**src/rtl/video_timing_driver_if.sv**
```systemverilog
// rtl/video_timing_driver_if.sv - pixel request and video output bundle of the raster timing driver
interface video_timing_driver_if;
  logic        data_req;
  logic [10:0] pixel_xpos;
  logic [10:0] pixel_ypos;
  logic [23:0] pixel_data;
  logic        video_hs;
  logic        video_vs;
  logic        video_de;
  logic [23:0] video_rgb;
  logic        frame_start;

  modport master (
    output data_req, pixel_xpos, pixel_ypos,
    output video_hs, video_vs, video_de, video_rgb, frame_start,
    input  pixel_data
  );

  modport slave (
    input  data_req, pixel_xpos, pixel_ypos,
    input  video_hs, video_vs, video_de, video_rgb, frame_start,
    output pixel_data
  );
endinterface

```
**src/rtl/video_timing_driver.sv**
```systemverilog
// rtl/video_timing_driver.sv - raster counters, pixel fetch requests and registered sync/de/rgb outputs
module video_timing_driver #(
  parameter int   H_SYNC  = 40,
  parameter int   H_BACK  = 220,
  parameter int   H_DISP  = 1280,
  parameter int   H_FRONT = 110,
  parameter int   V_SYNC  = 5,
  parameter int   V_BACK  = 20,
  parameter int   V_DISP  = 720,
  parameter int   V_FRONT = 5,
  parameter logic HS_POL  = 1'b1,
  parameter logic VS_POL  = 1'b1
) (
  input  logic                  pixel_clk,
  input  logic                  sys_rst_n,
  input  logic                  pattern_en,
  video_timing_driver_if.master vid
);

  localparam int H_TOTAL = H_SYNC + H_BACK + H_DISP + H_FRONT;
  localparam int V_TOTAL = V_SYNC + V_BACK + V_DISP + V_FRONT;

  localparam logic [10:0] H_LAST  = 11'(H_TOTAL - 1);
  localparam logic [10:0] V_LAST  = 11'(V_TOTAL - 1);
  localparam logic [10:0] HS_END  = 11'(H_SYNC);
  localparam logic [10:0] VS_END  = 11'(V_SYNC);
  localparam logic [10:0] HA      = 11'(H_SYNC + H_BACK);
  localparam logic [10:0] HA_END  = 11'(H_SYNC + H_BACK + H_DISP);
  localparam logic [10:0] REQ_BEG = 11'(H_SYNC + H_BACK - 1);
  localparam logic [10:0] REQ_END = 11'(H_SYNC + H_BACK + H_DISP - 1);
  localparam logic [10:0] VA      = 11'(V_SYNC + V_BACK);
  localparam logic [10:0] VA_END  = 11'(V_SYNC + V_BACK + V_DISP);
  localparam logic [10:0] BAR_W   = 11'(H_DISP / 8);

  logic [10:0] h_cnt_q, h_cnt_d;
  logic [10:0] v_cnt_q, v_cnt_d;
  logic        pat_mode_q, pat_mode_d;
  logic        video_hs_q, video_hs_d;
  logic        video_vs_q, video_vs_d;
  logic        video_de_q, video_de_d;
  logic [23:0] video_rgb_q, video_rgb_d;
  logic        frame_start_q, frame_start_d;

  logic        frame_origin;
  logic        hs_d, vs_d, de_d, v_act, req;
  logic [10:0] bar_idx;
  logic [23:0] pat_rgb, src_rgb;

  always_comb begin
    h_cnt_d = h_cnt_q + 11'd1;
    v_cnt_d = v_cnt_q;
    if (h_cnt_q == H_LAST) begin
      h_cnt_d = '0;
      v_cnt_d = (v_cnt_q == V_LAST) ? '0 : v_cnt_q + 11'd1;
    end

    frame_origin = (h_cnt_q == '0) && (v_cnt_q == '0);
    // Pattern selection only changes at the frame origin so a frame is never mixed.
    pat_mode_d   = frame_origin ? pattern_en : pat_mode_q;

    hs_d  = h_cnt_q < HS_END;
    vs_d  = v_cnt_q < VS_END;
    v_act = (v_cnt_q >= VA) && (v_cnt_q < VA_END);
    de_d  = (h_cnt_q >= HA) && (h_cnt_q < HA_END) && v_act;
    // Requests lead de_d by one count to cover the generator's one-clock latency.
    req   = (h_cnt_q >= REQ_BEG) && (h_cnt_q < REQ_END) && v_act;

    bar_idx = (h_cnt_q - HA) / BAR_W;
    pat_rgb = 24'h000000;
    case (bar_idx)
      11'd0:   pat_rgb = 24'hFFFFFF;
      11'd1:   pat_rgb = 24'hFFFF00;
      11'd2:   pat_rgb = 24'h00FFFF;
      11'd3:   pat_rgb = 24'h00FF00;
      11'd4:   pat_rgb = 24'hFF00FF;
      11'd5:   pat_rgb = 24'hFF0000;
      11'd6:   pat_rgb = 24'h0000FF;
      default: pat_rgb = 24'h000000;
    endcase
    src_rgb = pat_mode_q ? pat_rgb : vid.pixel_data;

    video_hs_d    = hs_d ? HS_POL : ~HS_POL;
    video_vs_d    = vs_d ? VS_POL : ~VS_POL;
    video_de_d    = de_d;
    video_rgb_d   = de_d ? src_rgb : 24'h0;
    frame_start_d = frame_origin;
  end

  always_ff @(posedge pixel_clk or negedge sys_rst_n) begin
    if (!sys_rst_n) begin
      h_cnt_q       <= '0;
      v_cnt_q       <= '0;
      pat_mode_q    <= 1'b0;
      video_hs_q    <= ~HS_POL;
      video_vs_q    <= ~VS_POL;
      video_de_q    <= 1'b0;
      video_rgb_q   <= '0;
      frame_start_q <= 1'b0;
    end else begin
      h_cnt_q       <= h_cnt_d;
      v_cnt_q       <= v_cnt_d;
      pat_mode_q    <= pat_mode_d;
      video_hs_q    <= video_hs_d;
      video_vs_q    <= video_vs_d;
      video_de_q    <= video_de_d;
      video_rgb_q   <= video_rgb_d;
      frame_start_q <= frame_start_d;
    end
  end

  assign vid.data_req    = req;
  assign vid.pixel_xpos  = req ? (h_cnt_q - REQ_BEG) : '0;
  assign vid.pixel_ypos  = req ? (v_cnt_q - VA) : '0;
  assign vid.video_hs    = video_hs_q;
  assign vid.video_vs    = video_vs_q;
  assign vid.video_de    = video_de_q;
  assign vid.video_rgb   = video_rgb_q;
  assign vid.frame_start = frame_start_q;

endmodule

```
**src/flat_wrapper.sv**
```systemverilog
// flat-port wrapper written by rule: the top's interface ports become plain ports
module video_timing_driver_flat 
#(
  parameter int   H_SYNC  = 40,
  parameter int   H_BACK  = 220,
  parameter int   H_DISP  = 1280,
  parameter int   H_FRONT = 110,
  parameter int   V_SYNC  = 5,
  parameter int   V_BACK  = 20,
  parameter int   V_DISP  = 720,
  parameter int   V_FRONT = 5,
  parameter logic HS_POL  = 1'b1,
  parameter logic VS_POL  = 1'b1
)
  (pixel_clk, sys_rst_n, pattern_en, vid_data_req, vid_pixel_xpos, vid_pixel_ypos, vid_video_hs, vid_video_vs, vid_video_de, vid_video_rgb, vid_frame_start, vid_pixel_data);
  video_timing_driver_if vid_i ();
  input  logic pixel_clk;
  input  logic sys_rst_n;
  input  logic pattern_en;
  output wire logic [$bits(vid_i.data_req)-1:0] vid_data_req;
  output wire logic [$bits(vid_i.pixel_xpos)-1:0] vid_pixel_xpos;
  output wire logic [$bits(vid_i.pixel_ypos)-1:0] vid_pixel_ypos;
  output wire logic [$bits(vid_i.video_hs)-1:0] vid_video_hs;
  output wire logic [$bits(vid_i.video_vs)-1:0] vid_video_vs;
  output wire logic [$bits(vid_i.video_de)-1:0] vid_video_de;
  output wire logic [$bits(vid_i.video_rgb)-1:0] vid_video_rgb;
  output wire logic [$bits(vid_i.frame_start)-1:0] vid_frame_start;
  input wire logic [$bits(vid_i.pixel_data)-1:0] vid_pixel_data;
  assign vid_data_req = vid_i.data_req;
  assign vid_pixel_xpos = vid_i.pixel_xpos;
  assign vid_pixel_ypos = vid_i.pixel_ypos;
  assign vid_video_hs = vid_i.video_hs;
  assign vid_video_vs = vid_i.video_vs;
  assign vid_video_de = vid_i.video_de;
  assign vid_video_rgb = vid_i.video_rgb;
  assign vid_frame_start = vid_i.frame_start;
  assign vid_i.pixel_data = vid_pixel_data;
  video_timing_driver #(.H_SYNC(H_SYNC), .H_BACK(H_BACK), .H_DISP(H_DISP), .H_FRONT(H_FRONT), .V_SYNC(V_SYNC), .V_BACK(V_BACK), .V_DISP(V_DISP), .V_FRONT(V_FRONT), .HS_POL(HS_POL), .VS_POL(VS_POL)) u_core (.pixel_clk(pixel_clk), .sys_rst_n(sys_rst_n), .pattern_en(pattern_en), .vid(vid_i));
endmodule
```
**config.mk**
```make
export PLATFORM = sky130hd
export DESIGN_NAME = video_timing_driver_flat
export DESIGN_NICKNAME = d
export VERILOG_FILES = /design/src/rtl/video_timing_driver_if.sv /design/src/rtl/video_timing_driver.sv /design/src/flat_wrapper.sv
export SDC_FILE = /design/constraint.sdc
export NUM_CORES = 1
export LEC_CHECK = 0
export BUFFER_PORTS_ARGS = -buffer_cell sky130_fd_sc_hd__buf_4
export CAP_MARGIN = 5
export CELL_PAD_IN_SITES_DETAIL_PLACEMENT = 0
export CELL_PAD_IN_SITES_GLOBAL_PLACEMENT = 1
export CORE_AREA = 8 8 108 110
export DETAILED_ROUTE_END_ITERATION = 8
export DIE_AREA = 0 0 116 118
export PLACE_DENSITY_LB_ADDON = 0.1
export SETUP_SLACK_MARGIN = 0.02
export SYNTH_ARGS = -nofsm -noshare
export SYNTH_HDL_FRONTEND = slang
export SYNTH_SLANG_ARGS = --single-unit
```
**constraint.sdc**
```tcl
create_clock -name pixel_clk -period 2.8 [get_ports pixel_clk]
set_input_delay 0.14 -clock pixel_clk [delete_from_list [all_inputs] [get_ports pixel_clk]]
set_output_delay 0.14 -clock pixel_clk [all_outputs]
set_load 0.01 [all_outputs]
```
* Word-level counts from Yosys, hierarchy flattened
Index checks and enable logic that the tools add are counted.
** Cells by class
- Multiply operators :: 0
- Equal/unequal tests :: 8
- Div/mod/pow operators :: 1
- Multiplexer cells :: 9
- $add $sub $neg :: 5
- Order comparisons :: 8
- Bitwise logic cells :: 0
- Reduce and logical (&&, ||, !) cells :: 9
- Shift operators :: 0
** Operators by type and width (count)
- 24-bit case mux with 7 select lines :: 1
- 24-bit two-way mux :: 2
- 11-bit two-way mux :: 4
- 11-bit by 3-bit == test with 1-bit output (second input constant) :: 3
- 11-bit zero test :: 3
- 11-bit by 1-bit adder with 11-bit output (second input constant) :: 2
- 11-bit by 2-bit == test with 1-bit output (second input constant) :: 2
- 11-bit by 9-bit greater-or-equal comparator with 1-bit output (second input constant) :: 2
- 11-bit < comparator (second input constant) :: 2
- 11-bit by 9-bit subtractor with 11-bit output (second input constant) :: 2
- 11-bit by 8-bit divider with 11-bit output (second input constant) :: 1
- 11-bit by 1-bit == test with 1-bit output (second input constant) :: 1
- 11-bit by 10-bit == test with 1-bit output (second input constant) :: 1
- 11-bit == test (second input constant) :: 1
- 11-bit by 5-bit greater-or-equal comparator with 1-bit output (second input constant) :: 1
- 11-bit by 10-bit < comparator with 1-bit output (second input constant) :: 1
- 11-bit by 3-bit < comparator with 1-bit output (second input constant) :: 1
- 11-bit by 6-bit < comparator with 1-bit output (second input constant) :: 1
- 11-bit by 5-bit subtractor with 11-bit output (second input constant) :: 1
- 1-bit logical AND :: 6
- 1-bit two-way mux :: 2
** Word-level totals
- Bits of input ports :: 27
- Memory bits (writable) :: 0
- Latch bits :: 0
- Memories :: 0
- Bits in registers :: 51
- Output and inout port bits :: 51
- Bits in read-only memories :: 0

* Longest topological paths before layout
Gate-level depths: netlist of the first run.
- Depth in word-level cells :: 6
- Mapped depth :: 12
- Depth with buffers taken out :: 9

* Least setup slack after synthesis of the first run
OpenSTA, ideal clock, no wires.
- Kind :: register -> register
- Start :: reg u_core.h_cnt_q[3]
- End :: reg u_core.video_rgb_q[0], in the netlist u_core.vid.video_rgb[0]
- Cell stages (with the launch flop) :: 13
- Required time :: 2.682 ns
- Arrival :: 2.935 ns
- Slack :: -0.253 ns
- Period minus slack after synthesis :: 3.053 ns
- Cell sequence :: dfrtp_1 -> clkbuf_1 -> inv_2 -> ha_1 -> buf_2 -> or3b_1 -> clkbuf_1 -> nor4b_1 -> o31a_1 -> nor4_1 -> mux2i_1 -> a31oi_4 -> a21o_1
** On the way
- Word-level cells in the longest chain between the ends :: 6
- Elaborated cells on any way between the ends :: 16
** Ends and longest elaborated chain
- start: declaration :: RTL line video_timing_driver.sv:35 : logic [10:0] h_cnt_q, h_cnt_d;
- start signal: assignment :: RTL line video_timing_driver.sv:100 : h_cnt_q <= h_cnt_d;
- 11-bit by 9-bit subtractor with 11-bit output :: RTL line video_timing_driver.sv:68 : bar_idx = (h_cnt_q - HA) / BAR_W;
- 11-bit by 8-bit divider with 11-bit output :: RTL line video_timing_driver.sv:68
- 11-bit by 3-bit == test with 1-bit output (tied with other cells) :: RTL line video_timing_driver.sv:70 : case (bar_idx)
- 24-bit case mux with 7 select lines :: RTL line video_timing_driver.sv:70
- 24-bit two-way mux :: RTL line video_timing_driver.sv:80 : src_rgb = pat_mode_q ? pat_rgb : vid.pixel_data;
- 24-bit two-way mux * :: RTL line video_timing_driver.sv:85 : video_rgb_d = de_d ? src_rgb : 24'h0;
- named net u_core.video_rgb_d[0] :: RTL line video_timing_driver.sv:41 : logic [23:0] video_rgb_q, video_rgb_d;
- end signal: assignment :: RTL line video_timing_driver.sv:106 : video_rgb_q <= video_rgb_d;
- end: declaration :: RTL line video_timing_driver.sv:41
The timed path passes the listed nets; every way through them passes the cells marked *.
A chain may end at the register's enable or synchronous reset.

* Worst setup path in the final report of the first run
- Start :: reg u_core.v_cnt_q[1]
- End :: out vid_pixel_ypos[10]
** On the way
- Word-level cells in the longest chain between the ends :: 4
- Elaborated cells on any way between the ends :: 6
** Ends and longest elaborated chain
- start: declaration :: RTL line video_timing_driver.sv:36 : logic [10:0] v_cnt_q, v_cnt_d;
- start signal: assignment :: RTL line video_timing_driver.sv:101 : v_cnt_q <= v_cnt_d;
- 11-bit by 5-bit greater-or-equal comparator with 1-bit output or 11-bit by 10-bit < comparator with 1-bit output (tied branches) :: RTL line video_timing_driver.sv:63 : v_act = (v_cnt_q >= VA) && (v_cnt_q < VA_END);
- 1-bit logical AND :: RTL line video_timing_driver.sv:63
- 1-bit logical AND :: RTL line video_timing_driver.sv:66 : req = (h_cnt_q >= REQ_BEG) && (h_cnt_q < REQ_END) && v_act;
- 11-bit two-way mux * :: RTL line video_timing_driver.sv:113 : assign vid.pixel_ypos = req ? (v_cnt_q - VA) : '0;
- end: declaration :: RTL line flat_wrapper.sv:22 : output wire logic [$bits(vid_i.pixel_ypos)-1:0] vid_pixel_ypos;
Mark *: on every way between the ends. The rest lies on a longest branch, timed or not.

==> results of run 1 <==
## worst max path at each step
stage,startpoint,to,slack (ns)
global route,u_core.v_cnt_q[1],vid_pixel_xpos[5],-0.04
CTS,u_core.v_cnt_q[1],vid_pixel_xpos[10],0.005
finish,u_core.v_cnt_q[1],vid_pixel_ypos[10],0.02
global placement,u_core.h_cnt_q[5],u_core.vid.video_rgb[7],0.10
detailed placement,u_core.h_cnt_q[5],u_core.vid.video_rgb[6],0.06
floorplan,u_core.h_cnt_q[2],u_core.vid.video_rgb[0],0.03
## cell families after synthesis
logic type	share of synthesized area (%)
and+or+nand+nor	23.8
buffers and inverters	5.98
DFF	35.5
xor gates and xnor gates	6.82
muxes	0.905
adders and majority gates	3.83
AOI/OAI and AO/OA	23.1
## where the power goes
group	internal (W)	switching (W)	total [W]
Combinational	0.0000295	0.0000272	0.0000567
Clock	0.000225	0.000255	0.000481
Sequential	0.000737	0.00000136	0.000738
## synthesized netlist by cell type (4+ instances only)
cell	n	area, sq um
sky130_fd_sc_hd__or3_1	7	43.8
sky130_fd_sc_hd__dfrtp_1	51	1280
sky130_fd_sc_hd__nor2_1	64	240
sky130_fd_sc_hd__and2_1	4	25.0
sky130_fd_sc_hd__and3_1	4	25.0
sky130_fd_sc_hd__or2_2	4	25.0
sky130_fd_sc_hd__a21o_1	10	75.1
sky130_fd_sc_hd__o21ai_0	23	115
sky130_fd_sc_hd__nor4_1	8	50.1
sky130_fd_sc_hd__a21oi_1	18	90.1
sky130_fd_sc_hd__inv_1	16	60.1
sky130_fd_sc_hd__nand3_1	14	70.1
sky130_fd_sc_hd__nand2_1	21	78.8
sky130_fd_sc_hd__xor2_1	4	35.0
sky130_fd_sc_hd__ha_1	11	138
sky130_fd_sc_hd__o31ai_1	9	67.6
sky130_fd_sc_hd__nor3_1	12	60.1
sky130_fd_sc_hd__xnor2_1	24	210
sky130_fd_sc_hd__buf_2	4	20.0
sky130_fd_sc_hd__a31oi_1	12	75.1
sky130_fd_sc_hd__nand2b_1	12	75.1
sky130_fd_sc_hd__clkbuf_1	29	109
sky130_fd_sc_hd__o211ai_1	4	30.0
sky130_fd_sc_hd__a211oi_1	7	52.6
sky130_fd_sc_hd__nor2b_1	6	37.5
## final cells by class
cell class                 instances  area [sq um]  share of cell area [%]
tap                              136           170                    3.53
timing repair buffer             123           950                    19.7
sequential                        51          1280                    26.5
inverter                          19          73.8                    1.53
clock inverter                     1          7.51                   0.156
clock buffer                       7          96.3                    2.00
multi-input combinational        330          2240                    46.6
## through the flow
stage | utilization (%) | TNS [ns] | instance area, sq um | hold slack [ns]
after floorplan | - | 0 | 3620 | -0.156
after global routing | 48.2 | -0.517 | 4820 | 0.0289
after CTS | 47.2 | 0 | 4720 | 0.0258
after global placement | 45.6 | 0 | 4560 | 0.220
after detailed placement | 45.6 | 0 | 4560 | 0.221
final | 48.2 | 0 | 4820 | 0.0310
## sequential cells by signal, indices dropped and copies added, names as in the netlist
name                    count
u_core.pat_mode_q           1
u_core.h_cnt_q             11
u_core.vid.video_vs         1
u_core.vid.video_de         1
u_core.vid.frame_start      1
u_core.vid.video_rgb       24
u_core.vid.video_hs         1
u_core.v_cnt_q             11
## cell usage in the layout (no fill, tap or decap), drive strengths merged, types with 4 or more instances in the layout
cell / instances
a21o: 10
or4: 4
nand2b: 12
a211oi: 7
xnor2: 24
nor3: 12
nor4: 8
o31ai: 9
or3: 8
dfrtp: 51
or2: 4
nand2: 21
xor2: 4
ha: 11
a31oi: 13
inv: 17
nand3: 14
and2: 4
a21oi: 18
nor2b: 6
nor2: 64
and3: 4
clkbuf: 7
o211ai: 4
o21ai: 24
buf: 122
## per-layer routing
layer	global-route usage (%)	part of all wire, %
met5	0	0
met2	26.2	45
met4	5.68	2.2
met3	3.49	7.2
met1	21.7	45
## critical path: stages (launching register included)
cell and delay, ns:
sky130_fd_sc_hd__dfrtp_1 0.41, sky130_fd_sc_hd__inv_2 0.08, sky130_fd_sc_hd__ha_4 0.13, sky130_fd_sc_hd__or4b_4 0.46
sky130_fd_sc_hd__a21oi_2 0.17, sky130_fd_sc_hd__o221ai_2 0.11, sky130_fd_sc_hd__or2_4 0.25, sky130_fd_sc_hd__a211o_4 0.30
sky130_fd_sc_hd__buf_12 0.16, sky130_fd_sc_hd__nor2_2 0.11, sky130_fd_sc_hd__buf_4 0.13
## timing repair
| action | in CTS | in global routing |
|---|---|---|
| hold buffers | 1 | 0 |
| pin swaps | 1 | 5 |
| hold endpoints to repair | 51 | 0 |
| buffers inserted | 0 | 2 |
| resized for setup | 13 | 24 |
| endpoints found under the setup margin | 23 | 46 |
==> impl_results.md, run 1 <==
- Result of the run: finished, final reports clean
- Worst hold endpoint: u_core.vid.video_rgb[0]
- WS Path Type: reg2out
- Total inserted antenna cells: 0
- Layout overhead on the synthesized area: 34.0%
- Total iterations of the first detailed-routing run: 5
- CTS Root Buffer Type: sky130_fd_sc_hd__clkbuf_8
- Worst-case vdd ir drop: around 150 uV
- Highest net fanout along the worst path: 12
- H-tree Lvls: 2
- Chip Height: between 100 and 150 um
- Number of flops mapped to enable cells by yosys: 0
- Kind of start point of the critical path: flip-flop
- Final HPWL DP: approximately 9000 um
- Sequential fraction of the synthesis area: between 30% and 40%
- Total via count in the routed design: approximately 3600
- Max cap viols: 0
- Filler cell count: 1045
- Crit Reg-Reg Startpoint: u_core.h_cnt_q[2]
- Crit path required time: 2.66 ns
- Global-route wire length before repair: about 18000 um
- R2R Setup Slk: between 0.1 and 0.15 ns
- RSZ-0062 raised after global routing: yes
- Final hold violations: 0
- Final period utilization: 99.1%
- Number of buffer cells added on primary ports: between 70 and 80
- Core Box Area: around 10000 sq um
- Full die area: about 14000 sq um
- Skew-Pair Late Insertion Delay: roughly 0.30 ns
- Number of register bits inferred by synthesis: between 50 and 60
- Average via count per standard cell: about 5.4
- Fmax: approximately 360 MHz
- Number of nets in the layout: around 570
- Remaining Overflow, GRT: 0
- DRC Markers: 0
- Rows: 37
- Number of antenna violations at the first check in global routing: 0
- Final critical delay including setup and external delays: ~2.8 ns
- Startpoint of the tightest hold check path: vid_pixel_data[0]
- Synth unique cells: 64
- Clock slew seen by the registers of the worst setup and hold paths: 0.10 ns
- Antenna-violating nets left: 0
- Worst hold path cell count: 2
- Die width: about 120 um
- Number of max-slew violations in the final report: 0
- Areal power density over the cells: 265 nW/um^2
- Clock Skews: 0.00794 ns
- Path depth of the worst reg2reg path: 8
- Standby leakage power: between 2 and 2.5 nW
- # setup viols final: 0
- Smallest setup slack after layout: roughly 0.024 ns
- Net count after synthesis: roughly 470
- GRT Resource Usage Total: between 15 and 20%
- Buffer depth of the longest clock path: 2
- Fraction of registers with async set/reset: 100%
- Post-Synthesis Cells: 435
- Final cell count without fillers: roughly 670
- Capturing point of the worst reg2reg path: u_core.vid.video_rgb[7]
- TritonCTS buffer count: 5
- Main synth FF type: sky130_fd_sc_hd__dfrtp_1
- Kind of path behind the tightest hold check: in2reg
- Global placer's final weighted congestion: ~0.86
- Post-Place Cells: about 660
- Via count of the first global-routing pass: approximately 3500
- Setup Slack @ Placement: between 0.06 and 0.07 ns
- Mapped cell area: 3600 sq um
- CTS tree: built
- Endpoint arrival time on the critical path: between 2 and 3 ns
- Wire length per cell after detailed routing: 17.6 um
- Initial core utilization: ~36%
- WL final: between 10000 and 15000 um
- Relative slew slack: a little under three fifths
- CTS Sinks: 51
- Fraction of layout instances using a drive strength above 1: around 33%
- 1st-iter DRT viols: 240
- Yosys warns: 0
- Maximum number of pins on one net before global-route repair: 52
- Critical Path Sink Type: output port
- Slew at the pin closest to its max-slew limit: 0.666 ns
- I/O Pins: slightly below 80
- Synthesized area per cell: about 8.3 sq um
- Sum of internal, switching and leakage power: 0.00128 W
No activity file was read; power rests on OpenSTA's default activity.
==> inputs of run 2 (changes only) <==
==> constraint.sdc (replaced) <==
create_clock -name pixel_clk -period 2.8 [get_ports pixel_clk]
set_input_delay 0.56 -clock pixel_clk [delete_from_list [all_inputs] [get_ports pixel_clk]]
set_output_delay 0.56 -clock pixel_clk [all_outputs]
set_load 0.01 [all_outputs]
==> impl_results.md, run 2 (synthesized netlist as in run 1, its figures left out) <==
- Final hold violations: 0 (unchanged)
- 1st-iter DRT viols: 282 (+18%)
- Global-route wire length before repair: 19400 um (+6.0%)
- Fmax: 308 MHz (-14%)
- WL final: 11900 um (+1.2%)
- Fraction of power consumed by the clock network: 37.0% (-0.7 points)
- Number of max-slew violations in the final report: 0 (unchanged)
- Path depth of the worst reg2reg path: 9 (+1)
- TritonCTS buffer count: 5 (unchanged)
- Wire length per cell after detailed routing: 17.4 um (-0.99%)
- Combinational share of power: 4.0% (-0.4 points)
- Number of buffer cells added on primary ports: 77 (unchanged)
- Slowest-stage cell, CP: sky130_fd_sc_hd__or4b_4
- Number of antenna violations at the first check in global routing: 0 (unchanged)
- Number of flip-flops under the largest register name: 24 (unchanged)
- WS Path Type: reg2out
- Initial core utilization: 36.0% (unchanged)
- Chip Height: 118 um (unchanged)
- H-tree Lvls: 2 (unchanged)
- Slew at the pin closest to its max-slew limit: 0.669 ns (+0.00373 ns)
- RSZ-0062 raised after global routing: yes
- Core Box Area: 10000 sq um (unchanged)
- Worst-case vdd ir drop: 213 uV (+42%)
- Proportion of power drawn by flip-flops and latches: 59.0% (+1.1 points)
- Dpl cell area: 4830 sq um (+6.0%)
- Crit Reg-Reg Startpoint: u_core.h_cnt_q[4]
- Critical Path Sink Type: output port
- Multi-input gate area: 2450 sq um (+9.0%)
- Crit path required time: 2.24 ns (-0.42 ns)
- Antenna-violating nets left: 0 (unchanged)
- Final HPWL DP: 8880 um (-1.2%)
- Post-Place Cells: 667 (+1.7%)
- Average via count per standard cell: 5.41 (about the same)
- Capture point of the worst path: vid_pixel_xpos[2]
- Kind of path behind the tightest hold check: in2async
- Switching share of power: 24.4% (+2.1 points)
- # setup viols final: 23 (+23)
- Kind of start point of the critical path: flip-flop
- Number of hold-repair buffers added at the cts stage: 0 (-1)
- Final critical delay including setup and external delays: 3.24 ns (+0.466 ns)
- Critical Path Max Stage Delay: 0.46 ns (about the same)
- Standby leakage power: 2.34 nW (+6.2%)
- Total via count in the routed design: 3691 (+2.3%)
- Leading cell type in the layout, fill and taps excluded: sky130_fd_sc_hd__buf_4
- R2R Setup Slk: 0.05 ns (-0.07 ns)
- Buffer depth of the longest clock path: 2 (unchanged)
- Setup Slack @ Placement: -0.137 ns (-0.200 ns)
- Filler cell count: 960 (-8.1%)
- Switching pwr: 0.000307 W (+7.9%)
- Endpoint arrival time on the critical path: 2.68 ns (+0.04 ns)
- Final period utilization: 116% (+17 points)
- Violated checks: setup timing
- Clock Skews: 0.00796 ns (+0.0000271 ns)
- Worst path most repeated cell: sky130_fd_sc_hd__buf_6
- I/O Pins: 78 (unchanged)
- Post-route design area: 5250 sq um (+9.0%)
- Die width: 116 um (unchanged)
- CTS Root Buffer Type: sky130_fd_sc_hd__clkbuf_8
- Max cap viols: 0 (unchanged)
- Total inserted antenna cells: 0 (unchanged)
- Highest net fanout along the worst path: 4 (-8)
- Maximum number of pins on one net before global-route repair: 52 (unchanged)
- CTS Sinks: 51 (unchanged)
- Result of the run: finished with violations
- Skew-Pair Late Insertion Delay: 0.32 ns (+0.02 ns)
- DRC Markers: 0 (unchanged)
- Full die area: 13700 sq um (unchanged)
- Layout overhead on the synthesized area: 46.1%
- CTS tree: built
- Clock slew seen by the registers of the worst setup and hold paths: 0.10 ns (about the same)
- Register cell area after layout: 1280 sq um (about the same)
- Relative slew slack: 55.4% (-0.25 points)
- GRT Resource Usage Total: 17.6% (+1.0 points)
- Capturing point of the worst reg2reg path: u_core.vid.video_rgb[5]
- Rows: 37 (unchanged)
- Final cell count without fillers: 682 (+2.2%)
- Cell-by-cell trace of the critical path: inv_2 > ha_4 > or4b_4 > a21oi_4 > o221ai_2 > or2_4 > a211o_4 > buf_6 > inv_4 > and2_4 > buf_6
- Most used cells in the layout excluding fill and tap cells: sky130_fd_sc_hd__buf_4 (109), sky130_fd_sc_hd__dfrtp_1 (49), sky130_fd_sc_hd__nor2_1 (43), sky130_fd_sc_hd__buf_6 (26), sky130_fd_sc_hd__xnor2_1 (24)
- Global placer's final weighted congestion: 0.874 (+1.6%)
- Int Pwr: 0.000950 W (-4.2%)
- Remaining Overflow, GRT: 0 (unchanged)
- Via count of the first global-routing pass: 3706 (+5.8%)
- Total iterations of the first detailed-routing run: 4 (-1)
- Fraction of layout instances using a drive strength above 1: 38.8% (+6.2 points)
- Areal power density over the cells: 239 nW/um^2 (-9.6%)
- Number of nets in the layout: 583 (+2.6%)
- Smallest setup slack after layout: -0.442 ns (-0.466 ns)
- Worst setup path startpoint: u_core.v_cnt_q[1]
run 2: worst max-delay path, delay by kind of cell (launching register included):
kind,cells,cell delay [ns]
AND/OR/NAND/NOR,3,0.83
flip-flops,1,0.40
adder cells (fa/ha/maj),1,0.12
buffers and inverters,4,0.36
AO/OA/AOI/OAI,3,0.63
run 2: layout make-up:
cell class | count | area share (%)
repair buffers | 138 | 22.4
clock inverters | 3 | 0.548
flip-flops and latches | 51 | 24.3
well taps | 136 | 3.24
multi-input cells | 330 | 46.6
clock buffers | 5 | 1.31
inverters | 19 | 1.55
run 2: timing repair:
action / in CTS / in global routing
buffers inserted: 3 / 3
endpoints found under the setup margin: 33 / 41
resized for setup: 45 / 16
gates cloned: 1 / 0
pin swaps: 9 / 7
run 2: worst min-delay path by stage:
stage	to	slack [ns]	from	cells after the start
2_1_floorplan	u_core.h_cnt_q[0]	0.26	sys_rst_n	0
3_3_place_gp	u_core.v_cnt_q[10]	0.58	u_core.v_cnt_q[10]	1
3_5_place_dp	u_core.v_cnt_q[10]	0.58	u_core.v_cnt_q[10]	1
4_1_cts	u_core.v_cnt_q[9]	0.28	sys_rst_n	1
5_1_grt	u_core.v_cnt_q[5]	0.32	sys_rst_n	1
6_report	u_core.v_cnt_q[5]	0.26	sys_rst_n	1
run 2: stage by stage:
stage	hold slack, ns	power [W]	TNS (ns)	util, %
finish	0.261	0.00126	-9.08	52.5
global route	0.319	0.00130	-10.89	52.5
CTS	0.283	0.00128	-9.09	51.5
detailed placement	0.583	0.000807	-3.25	48.3
global placement	0.583	0.000806	-3.00	48.3
floorplan	0.264	0.000763	-0.0646	-
run 2: power by group through the flow:
stage          clock [W]  sequential, W  combinational, W
2_1_floorplan          0       0.000752         0.0000107
3_3_place_gp           0       0.000755         0.0000509
3_5_place_dp           0       0.000755         0.0000518
4_1_cts         0.000484       0.000741         0.0000520
5_1_grt         0.000506       0.000742         0.0000574
6_report        0.000465       0.000741         0.0000504
run 2: per-layer routing:
| layer | up-vias | track usage, % | part of all wire, % |
|---|---|---|---|
| li1 | 1771 | - | - |
| met1 | 1775 | 22.5 | 44 |
| met2 | 130 | 29.2 | 48 |
| met3 | 15 | 3.03 | 6.4 |
| met4 | 0 | 5.60 | 1.6 |
| met5 | - | 0 | 0 |
